File: config.mk
export PLATFORM = sky130hd
export DESIGN_NAME = csr_timer_scheduler
export DESIGN_NICKNAME = d
export VERILOG_FILES = /design/src/rtl/csr_timer_scheduler.sv
export SDC_FILE = /design/constraint.sdc
export NUM_CORES = 1
export LEC_CHECK = 0
export ABC_AREA = 1
export CAP_MARGIN = 40
export CORE_ASPECT_RATIO = 1.75
export CORE_MARGIN = 3
export CORE_UTILIZATION = 48
export CTS_BUF_LIST = sky130_fd_sc_hd__clkbuf_4
export DETAILED_ROUTE_END_ITERATION = 8
export GPL_TIMING_DRIVEN = 0
export PLACE_DENSITY = 0.79
export SYNTH_ARGS = -nofsm -noshare
export SYNTH_HDL_FRONTEND = slang
export SYNTH_SLANG_ARGS = --single-unit
export TNS_END_PERCENT = 1
File: constraint.sdc
create_clock -name clk -period 2.13 [get_ports clk]
set_input_delay 0.5325 -clock clk [delete_from_list [all_inputs] [get_ports clk]]
set_output_delay 0.5325 -clock clk [all_outputs]
set_load 0.02 [all_outputs]
File: src/rtl/csr_timer_scheduler.sv
// CSR-mapped timer scheduler: prescaled tick generator for an external 64-bit counter
// plus a compare FSM (IDLE/ARMED/FIRED) that raises a registered interrupt request.
module csr_timer_scheduler #(
    parameter logic [11:0] ADDRESS_CTRL      = 12'h000,
    parameter logic [11:0] ADDRESS_CMP_LOWER = 12'h000,
    parameter logic [11:0] ADDRESS_CMP_UPPER = 12'h000
) (
    input  logic        clk,
    input  logic        rst,
    input  logic        csrReadEnable,
    input  logic        csrWriteEnable,
    input  logic [11:0] csrAddress,
    input  logic [31:0] csrWriteData,
    output logic [31:0] csrReadData,
    output logic        csrRequestOutput,
    input  logic [63:0] timerValue,
    output logic        timerCount,
    output logic        interruptPending
);

    localparam logic [1:0] ST_IDLE  = 2'd0;
    localparam logic [1:0] ST_ARMED = 2'd1;
    localparam logic [1:0] ST_FIRED = 2'd2;

    logic        count_enable_r;
    logic        interrupt_enable_r;
    logic [15:0] divisor_r;
    logic [15:0] prescaler_r;
    logic        timer_count_r;
    logic [63:0] compare_r;
    logic [1:0]  state_r;
    logic [1:0]  state_next_s;
    logic        fired_s;
    logic        interrupt_pending_r;
    logic        hit_ctrl_s;
    logic        hit_lower_s;
    logic        hit_upper_s;
    logic        wr_ctrl_s;
    logic        wr_lower_s;
    logic        wr_upper_s;
    logic        match_s;
    logic        unused_s;

    // Address decode and write strobes
    always_comb begin
        hit_ctrl_s  = (csrAddress == ADDRESS_CTRL);
        hit_lower_s = (csrAddress == ADDRESS_CMP_LOWER);
        hit_upper_s = (csrAddress == ADDRESS_CMP_UPPER);
        wr_ctrl_s   = csrWriteEnable && hit_ctrl_s;
        wr_lower_s  = csrWriteEnable && hit_lower_s;
        wr_upper_s  = csrWriteEnable && hit_upper_s;
        match_s     = (timerValue >= compare_r);
        unused_s    = ^csrWriteData[15:4];
    end

    // Control register fields
    always_ff @(posedge clk) begin
        if (rst) begin
            count_enable_r     <= 1'b0;
            interrupt_enable_r <= 1'b0;
            divisor_r          <= 16'd0;
        end else if (wr_ctrl_s) begin
            count_enable_r     <= csrWriteData[0];
            interrupt_enable_r <= csrWriteData[1];
            divisor_r          <= csrWriteData[31:16];
        end
    end

    // Prescaler; a CTRL write restarts the period so a new divisor starts cleanly
    always_ff @(posedge clk) begin
        if (rst || wr_ctrl_s) begin
            prescaler_r   <= 16'd0;
            timer_count_r <= 1'b0;
        end else if (count_enable_r) begin
            if (prescaler_r == divisor_r) begin
                prescaler_r   <= 16'd0;
                timer_count_r <= 1'b1;
            end else begin
                prescaler_r   <= prescaler_r + 16'd1;
                timer_count_r <= 1'b0;
            end
        end else begin
            timer_count_r <= 1'b0;
        end
    end

    // 64-bit compare value, written one half at a time
    always_ff @(posedge clk) begin
        if (rst) begin
            compare_r <= 64'hFFFF_FFFF_FFFF_FFFF;
        end else begin
            if (wr_lower_s) begin
                compare_r[31:0] <= csrWriteData;
            end
            if (wr_upper_s) begin
                compare_r[63:32] <= csrWriteData;
            end
        end
    end

    // FSM state register
    always_ff @(posedge clk) begin
        if (rst) begin
            state_r <= ST_IDLE;
        end else begin
            state_r <= state_next_s;
        end
    end

    // FSM next state; compare writes take priority over a simultaneous match
    always_comb begin
        state_next_s = state_r;
        if (wr_lower_s) begin
            state_next_s = ST_IDLE;
        end else if (wr_upper_s) begin
            state_next_s = ST_ARMED;
        end else begin
            case (state_r)
                ST_IDLE:  state_next_s = ST_IDLE;
                ST_ARMED: state_next_s = match_s ? ST_FIRED : ST_ARMED;
                ST_FIRED: state_next_s = (wr_ctrl_s && csrWriteData[3]) ? ST_IDLE : ST_FIRED;
                default:  state_next_s = ST_IDLE;
            endcase
        end
    end

    // FSM outputs
    always_comb begin
        fired_s = (state_r == ST_FIRED);
    end

    // Registered interrupt request
    always_ff @(posedge clk) begin
        if (rst) begin
            interrupt_pending_r <= 1'b0;
        end else begin
            interrupt_pending_r <= fired_s && interrupt_enable_r;
        end
    end

    // CSR read mux; the clear bit always reads back as 0
    always_comb begin
        csrReadData      = 32'd0;
        csrRequestOutput = csrReadEnable && (hit_ctrl_s || hit_lower_s || hit_upper_s);
        if (!csrReadEnable) begin
            csrReadData = 32'd0;
        end else if (hit_ctrl_s) begin
            csrReadData = {divisor_r, 10'd0, state_r, 1'b0, fired_s,
                           interrupt_enable_r, count_enable_r};
        end else if (hit_lower_s) begin
            csrReadData = compare_r[31:0];
        end else if (hit_upper_s) begin
            csrReadData = compare_r[63:32];
        end else begin
            csrReadData = 32'd0;
        end
    end

    assign timerCount       = timer_count_r;
    assign interruptPending = interrupt_pending_r;

endmodule

==> flow_summary_export.csv, run 1 <==
group,metric,value,unit
yosys,avgSynthCellArea,7.57,um^2
yosys,ys_warn_count,0,
placement,placed_area,6060,um^2
yosys,synthSimpleGateAreaFrac,23.3,%
die,start_util,49.7,%
yosys,syn_area,4520,um^2
cts,numCtsBuffers,9,
die,fp.dieW,79.3,um
cts,clk_pin_slew,0.11,ns
global_route,grt_first_pass_wirelength,21700,um
timing,finalClockSkew,0.0114,ns
timing,setup_violations,21,
yosys,synthTopCellsByCount,"nand2_1 (117), inv_1 (81), dfxtp_1 (70)",
drt,wl_per_cell,15.1,um
timing,min_period,2.27,ns
cts,cts-root-buf,"clkbuf_4",
hold_path,min_from,"compare_r[35]",
global_route,grt_max_degree,13,
yosys,synth_edf_count,0,
drt,totalWireLength,13300,um
global_route,antenna_found_initial,1,
drt,antenna_left,0,
setup_path,crit_required,1.60,ns
timing,layout_setup_ws,-0.140,ns
cts,htree_num_levels,3,
timing,rsz0062_at_grt,"yes",
yosys,synth_compound_area_share,12.7,%
cts,cts_tree,"built",
run,cap_viol_max_count,0,
setup_path,cp_slowest_cell,"nor4_4",
setup_path,worst_path_most_repeated_cell,"buf_6",
die,die-height,134,um
timing,max_freq,0.441,GHz
yosys,synth_ff_type,"dfxtp_1",
placement,portBuffers,135,
cells_and_area,areaGrowthSynthToFinish,42.1,%
power,power,2.53,mW
yosys,ys_types,36,
die,dieArea,10700,um^2
setup_path,rrSetupSlack,0.24,ns
yosys,synth_top_family_by_area,"simple AND/OR/NAND/NOR gates",
yosys,synth_top_area_share,31.0,%
setup_path,worstReg2RegStart,"divisor_r[11]",
die,num_io_pins,147,
yosys,synth-xor-area-share,3.68,%
yosys,synth_fa_ha_area_share,18.6,%
yosys,synthTopCellsByArea,"dfxtp_1 (31%), ha_1 (19%), nand2_1 (9.7%), inv_1 (6.7%), nor2_1 (5.3%)",
setup_path,worstPathArrival,1.74,ns
setup_path,crit_type,"primary input to primary output",
timing,slew_headroom,66.4,%
power,power_per_cell_area,394,nW/um^2
yosys,synthCells,597,
global_route,grt-ovfl-total,0,
cells_and_area,final_area,6420,um^2
outcome,violations,"setup timing",
timing,hold_viol,0,
timing,tightest_slew,0.504,ns
cts,hold_buffers,0,
drt,first_pass_iters,4,
cts,clk_latency,0.44,ns
power,ir_drop,254,uV
drt,first_iter_violations,187,
drt,remaining_drc_errors,0,
timing,slew_viol_final,0,
placement,dp_cells,862,
setup_path,path_max_fanout,6,
setup_path,cp-end-kind,"primary output",
cells_and_area,finalNetCount,936,
cells_and_area,drive_gt1_share,15.6,%
yosys,synthMuxAreaShare,0,%
global_route,grt_pass1_vias,4813,
die,num_rows,46,
drt,vias_per_cell,5.17,
setup_path,cp-start-kind,"primary input",
yosys,seq_area_frac_synth,31.0,%
die,core-area,9090,um^2
placement,hpwlAfterDp,11100,um
yosys,ys_ff_latch,70,
drt,vias,4559,
cts,clk_path_buf_depth,2,
global_route,grt_use_total,26.1,%
outcome,status,"finished, violations left",
setup_path,max_stage_delay,0.27,ns
setup_path,crit_start,"csrAddress[2]",
hold_path,hold_path.class,"flip-flop to flip-flop",
cells_and_area,finalNonFillerCells,882,
hold_path,whs_path_depth,2,
cts,cts.sinks,70,
cells_and_area,fillerInstances,801,
yosys,ys_async_sr_fraction,0,%
setup_path,worst_r2r_path_depth,10,
placement,place_congestion,0.882,
yosys,synth_area_leader_cell,"dfxtp_1",
yosys,yosys.cell_count.top_type,"nand2_1",
setup_path,path_cells,"buf_6, nor4_4, and2_4, nand3_4, clkbuf_16, nor2_4, buf_6",
timing,finalCritPeriodShare,107,%
power,leakage,3.05,nW
## critical path, delay by kind of cell
kind / cells / cell delay [ns]
and+or+nand+nor: 4 / 0.75
buffers and inverters: 3 / 0.44
## registers in the layout, indices dropped and copies added (netlist names)
register and flops:
compare_r 32, timerCount 1, interruptPending 1, count_enable_r 1, prescaler_r 16, state_r 2, divisor_r 16, interrupt_enable_r 1
## repair_timing
action | 4_1_cts | 5_1_grt
setup endpoints to repair | 22 | 24
resized for setup | 211 | 4
pin swaps | 6 | 1
buffers inserted | 2 | 0
cloned | 2 | 0
## final timing paths
| kind | end |
|---|---|
| worst max-delay path | csrReadData[25] |
| worst min-delay path | compare_r[35] |
| worst max register to register | prescaler_r[1] |
| worst min register to register | compare_r[35] |
## power by group
part / switching, mW / total (mW) / internal (mW)
clock: 0.493 / 0.842 / 0.348
combinational: 0.148 / 0.377 / 0.229
sequential: 0.0000655 / 1.31 / 1.31
total: 0.641 / 2.53 / 1.89
## stage by stage
step                utilization (%)  setup WS [ns]  TNS (ns)  hold WS [ns]
global route                   70.6         -0.168     -3.00         0.533
detailed placement             66.6          -1.13    -31.46         0.477
floorplan                         -         0.0362         0         0.440
finish                         70.6         -0.140     -2.16         0.504
global placement               66.6          -1.10    -27.49         0.460
CTS                            70.5         -0.102     -1.27         0.504
## layer usage
metal / part of all wire [%] / up-vias / global-route usage (%) / wire length (um)
li1: - / 2285 / - / -
met1: 34 / 2073 / 24.4 / 4550
met2: 56 / 145 / 50.0 / 7450
met3: 3.9 / 56 / 4.77 / 527
met4: 6.1 / 0 / 16.3 / 810
met5: 0 / - / 0 / 0
## cell type report
cell class	count	area, um^2	area share, %
antenna	1	2.50	0.0390
buffer	27	201	3.14
clock buffer	9	67.6	1.05
clock inverter	6	63.8	0.994
inverter	85	319	4.97
multi-input combinational	425	2840	44.2
sequential	70	1400	21.8
tap	120	150	2.34
timing repair buffer	139	1370	21.4
## cells in the final DEF, fill, tap and decap left out, types with 12 or more instances in the layout
master	n
nand2_1	117
clkdlybuf4s50_1	101
inv_1	80
dfxtp_1	70
ha_1	67
nor2_1	44
a21oi_1	33
o211ai_1	32
buf_4	21
buf_6	19
o22ai_1	18
nor2_2	13
xnor2_1	13
nor2_4	12
buf_2	12
## cells by family (layout without fill, tap and decap cells)
kind of cell    after synthesis  in the layout
other cells                   1             12
buf+inv                     112            266
flops                        70             70
fa+ha+maj                    67             67
compound gates               93             93
xor+xnor                     19             19
simple gates                235            235
Note: power is estimated with default switching activity, not from simulation.
==> inputs of run 2 (changes only) <==
- CORE_ASPECT_RATIO: 1.75 -> 1.4
- SETUP_SLACK_MARGIN: default -> 0.2
==> flow_summary_export.csv, run 2 (synthesis gave the netlist of run 1 again) <==
group,metric,value,unit
outcome,status,"finished, violations left",
outcome,violations,"setup timing",
drt,totalWireLength,12900,um
timing,slew_viol_final,0,
setup_path,r2r_end,"state_r[1]",
setup_path,cp_slowest_cell,"nor4_4",
power,p_clk_share,31.7,%
global_route,grt_use_total,25.1,%
timing,finalClockSkew,0.0140,ns
timing,setup_violations,21,
cells_and_area,top_register,"compare_r",
cells_and_area,largest_register_ffs,32,
die,num_rows,41,
die,start_util,49.8,%
cells_and_area,seq_area,1400,um^2
power,sw_frac_of_total,24.3,%
placement,portBuffers,135,
cells_and_area,top_regs,"compare_r (32), divisor_r (16), prescaler_r (16)",
setup_path,worst_path_most_repeated_cell,"buf_6",
setup_path,max_stage_delay,0.26,ns
power,power_per_cell_area,379,nW/um^2
cts,htree_num_levels,3,
setup_path,crit_end,"csrReadData[25]",
setup_path,rrSetupSlack,0.32,ns
drt,vias_per_cell,5.17,
cts,clk_latency,0.43,ns
cts,cts.sinks,70,
cts,cts_tree,"built",
die,dieArea,10600,um^2
timing,min_period,2.24,ns
setup_path,crit_family,"simple AND/OR/NAND/NOR gates",
cells_and_area,mostFrequentLayoutCells,"nand2_1 (115), clkdlybuf4s50_1 (98), inv_1 (80)",
global_route,grt_first_pass_wirelength,20600,um
placement,place_congestion,0.885,
setup_path,path_max_fanout,6,
cts,clk_path_buf_depth,2,
run,cap_viol_max_count,0,
cells_and_area,final_common_cell,"nand2_1",
setup_path,crit_type,"primary input to primary output",
setup_path,path_depth,7,
die,fp.dieW,88.0,um
setup_path,cp-end-kind,"primary output",
cells_and_area,finalNetCount,936,
die,core-area,9080,um^2
setup_path,worstPathArrival,1.70,ns
drt,remaining_drc_errors,0,
power,leakage,3.09,nW
power,power.internal,1.86,mW
hold_path,min_from,"compare_r[35]",
power,switchingPower,0.599,mW
die,die-height,121,um
global_route,antenna_found_initial,1,
cts,cts-root-buf,"clkbuf_4",
drt,vias,4481,
power,power_frac_comb,15.2,%
drt,first_pass_iters,4,
cts,numCtsBuffers,9,
drt,wl_per_cell,14.9,um
cells_and_area,drive_gt1_share,15.8,%
timing,rsz0062_at_grt,"yes",
timing,hold_viol,0,
timing,layout_setup_ws,-0.107,ns
setup_path,cp-start-kind,"primary input",
setup_path,worst_r2r_path_depth,12,
timing,max_freq,0.447,GHz
timing,setup_tns,-1.71,ns
cells_and_area,areaGrowthSynthToFinish,43.7,%
cells_and_area,final_util,71.5,%
cells_and_area,fillerInstances,732,
die,num_io_pins,147,
setup_path,worstReg2RegStart,"compare_r[31]",
setup_path,crit_start,"csrAddress[0]",
drt,antenna_left,0,
power,ir_drop,207,uV
setup_path,worst-path-buf-inv,3,
placement,hpwlAfterDp,10900,um
timing,holdWs,0.490,ns
setup_path,path_cells,"buf_6, nor4_4, and2_4, nand3_4, clkbuf_16, nor2_4, buf_6",
global_route,grt_max_degree,11,
timing,finalCritPeriodShare,105,%
cts,clk_pin_slew,0.11,ns
drt,first_iter_violations,138,
global_route,grt_pass1_vias,4568,
cells_and_area,multi_input_area,2910,um^2
hold_path,hold_path.class,"flip-flop to flip-flop",
power,seqPwrFrac,53.1,%
setup_path,crit_required,1.60,ns
cts,hold_buffers,0,
global_route,grt-ovfl-total,0,
[run 2: cell types whose count changed in the layout (fill, tap and decap cells not counted), moves of 3 or more]
cell	delta
nor2_4	+9
buf_6	+4
clkinv_1	+3
buf_4	-4
nor2_2	-7
clkdlybuf4s50_1	-3
[run 2: tightest hold or removal path, stage by stage, from the launching register on]
cell and delay, ns:
dfxtp_1 0.35, nand2_1 0.05, o211ai_1 0.06
[run 2: repair_timing]
item,CTS,global route
endpoints found under the hold margin,0,0
gates resized for setup,180,9
buffers inserted,1,1
gates cloned,2,0
endpoints found under the setup margin,32,26
pin swaps,6,10
[run 2: worst min-delay path by stage]
| stage | endpoint | slack [ns] | cells after the start |
|---|---|---|---|
| 2_1_floorplan | compare_r[35] | 0.45 | 2 |
| 3_3_place_gp | compare_r[35] | 0.46 | 2 |
| 3_5_place_dp | compare_r[35] | 0.47 | 2 |
| 4_1_cts | compare_r[35] | 0.50 | 2 |
| 5_1_grt | compare_r[35] | 0.52 | 2 |
| 6_report | compare_r[35] | 0.49 | 2 |
[run 2: layout make-up]
type,instances,area share (%)
multi-input combinational,425,44.8
antenna,1,0.0385
buffer,27,3.10
timing repair buffer,139,21.8
clock buffer,9,1.04
clock inverter,4,0.636
sequential,70,21.6
inverter,85,4.91
tap,107,2.06
[run 2: power groups by stage]
stage               Sequential, mW  Combinational, mW  Clock, mW
floorplan                     1.34              0.121          0
global placement              1.34              0.357          0
detailed placement            1.34              0.368          0
CTS                           1.31              0.371      0.787
global route                  1.31              0.405      0.844
finish                        1.31              0.374      0.781
[run 2: through the flow]
step                instance area, um^2  setup WS [ns]  instances  power, mW
floorplan                          4750          0.159        607       1.46
global route                       6490         -0.146        867       2.56
global placement                   6230         -0.962        849       1.70
finish                             6490         -0.107        867       2.46
detailed placement                 6230         -0.979        849       1.71
CTS                                6450         -0.165        865       2.47
[run 2: layer usage]
metal / global-route usage (%) / up-vias / part of all wire, %
li1: - / 2281 / -
met2: 45.1 / 135 / 53
met5: 0 / - / 0
met3: 3.54 / 39 / 3.5
met1: 27.1 / 2026 / 38
met4: 15.1 / 0 / 5.2
==> inputs of run 3 (changes only) <==
- REMOVE_ABC_BUFFERS: default -> 1
==> flow_summary_export.csv, run 3 (synthesis gave the netlist of run 1 again) <==
group,metric,value,unit
die,start_util,49.8,%
timing,min_period,2.27,ns
timing,hold_viol,0,
timing,setup_tns,-1.05,ns
power,power,2.65,mW
placement,hpwlAfterDp,9830,um
power,sw_frac_of_total,24.8,%
cts,hold_buffers,0,
cells_and_area,finalNonFillerCells,845,
drt,vias_per_cell,5.20,
setup_path,path_cells,"buf_6, nor4_4, and2_4, nand3_4, nor2_4, buf_6",
power,power.internal,1.99,mW
setup_path,crit_end,"csrReadData[25]",
cells_and_area,finalNetCount,913,
die,core-area,9080,um^2
cells_and_area,drive_gt1_share,12.6,%
cts,numCtsBuffers,9,
timing,finalCritPeriodShare,107,%
setup_path,worst_r2r_path_depth,12,
timing,max_freq,0.441,GHz
setup_path,cp-end-kind,"primary output",
setup_path,worst_path_most_repeated_cell,"buf_6",
setup_path,crit_required,1.60,ns
power,power_per_cell_area,425,nW/um^2
power,power_frac_comb,13.7,%
outcome,violations,"setup timing",
cts,cts-root-buf,"clkbuf_4",
cells_and_area,final_area,6240,um^2
drt,antenna_left,0,
power,ir_drop,259,uV
global_route,grt-ovfl-total,0,
drt,first_iter_violations,134,
power,p_clk_share,37.0,%
cts,cts.sinks,70,
timing,layout_setup_ws,-0.139,ns
setup_path,r2r_end,"state_r[1]",
cts,cts_tree,"built",
global_route,grt_max_degree,34,
setup_path,worstReg2RegStart,"compare_r[61]",
cells_and_area,top_register,"compare_r",
cells_and_area,areaGrowthSynthToFinish,38.1,%
timing,rsz0062_at_grt,"yes",
cts,clk_path_buf_depth,2,
hold_path,hold_path.class,"flip-flop to flip-flop",
cts,clk_latency,0.44,ns
global_route,grt_first_pass_wirelength,20500,um
drt,vias,4394,
setup_path,rrSetupSlack,0.32,ns
timing,holdWs,0.482,ns
cts,htree_num_levels,3,
drt,remaining_drc_errors,0,
global_route,grt_use_total,24.6,%
timing,slew_viol_final,0,
setup_path,path_max_fanout,6,
global_route,antenna_found_initial,0,
setup_path,crit_type,"primary input to primary output",
die,dieArea,10600,um^2
die,num_io_pins,147,
die,num_rows,41,
drt,first_pass_iters,4,
placement,pre_cts_slack,-1.56,ns
placement,place_congestion,0.836,
placement,dp_cells,824,
setup_path,worstPathArrival,1.74,ns
cells_and_area,final_common_cell,"nand2_1",
setup_path,max_stage_delay,0.28,ns
die,fp.dieW,88.0,um
setup_path,crit_start,"csrAddress[3]",
cells_and_area,mostFrequentLayoutCells,"nand2_1 (115), clkdlybuf4s50_1 (97), inv_1 (80)",
setup_path,cp_slowest_cell,"nor4_4",
cells_and_area,diodes,0,
placement,portBuffers,135,
timing,finalClockSkew,0.0142,ns
cells_and_area,final_util,68.7,%
cells_and_area,top_regs,"compare_r (32), divisor_r (16), prescaler_r (16)",
power,seqPwrFrac,49.4,%
placement,placed_area,5940,um^2
run,cap_viol_max_count,0,
setup_path,cp-start-kind,"primary input",
cells_and_area,largest_register_ffs,32,
drt,wl_per_cell,15.0,um
power,switchingPower,0.658,mW
drt,totalWireLength,12700,um
timing,setup_violations,21,
global_route,grt_pass1_vias,4501,
cts,clk_pin_slew,0.12,ns
die,die-height,121,um
power,leakage,2.95,nW
outcome,status,"finished, violations left",
run 3: cell types whose count changed in the layout (fill, tap and decap cells not counted), moves of 3 or more:
cell,before,now
buf_6,23,8
clkinv_1,3,0
nor2_4,21,7
clkbuf_1,5,0
clkbuf_16,4,0
buf_2,12,7
nor2_1,42,56
run 3: area by class of cell:
cell class	instances	area (um^2)
Fill cell	767	2840
Timing Repair Buffer	140	1360
Sequential cell	70	1400
Tap cell	107	134
Clock inverter	6	87.6
Clock buffer	9	67.6
Multi-Input combinational cell	428	2860
Inverter	85	328
run 3: timing repair:
item / CTS / global route
cloned: 3 / 0
setup buffers: 2 / 1
gates resized for setup: 183 / 14
pin swaps: 12 / 14
setup endpoints to repair: 86 / 52
hold endpoints to repair: 0 / 0
run 3: per-layer routing:
layer / global-route usage (%) / wire length [um]
met3: 4.98 / 595
met4: 12.8 / 551
met1: 25.7 / 4760
met2: 45.0 / 6750
met5: 0 / 0
run 3: worst min-delay path by stage:
stage	slack (ns)	from	endpoint	cells past startpoint
after detailed placement	0.47	interrupt_enable_r	interruptPending	2
final	0.48	interrupt_enable_r	interruptPending	2
after global routing	0.49	interrupt_enable_r	interruptPending	2
after CTS	0.48	interrupt_enable_r	interruptPending	2
after global placement	0.46	interrupt_enable_r	interruptPending	2
after floorplan	0.44	interrupt_enable_r	interruptPending	2
run 3: worst max-delay path: cells and delay by family:
family / cells / cell delay (ns)
buf+inv: 2 / 0.23
simple gates: 4 / 0.97
run 3: power groups by stage:
stage	registers (mW)	clock network, mW	logic (mW)
CTS	1.31	0.992	0.357
global route	1.31	1.04	0.391
finish	1.31	0.980	0.362
global placement	1.34	0	0.334
floorplan	1.34	0	0.0952
detailed placement	1.34	0	0.347
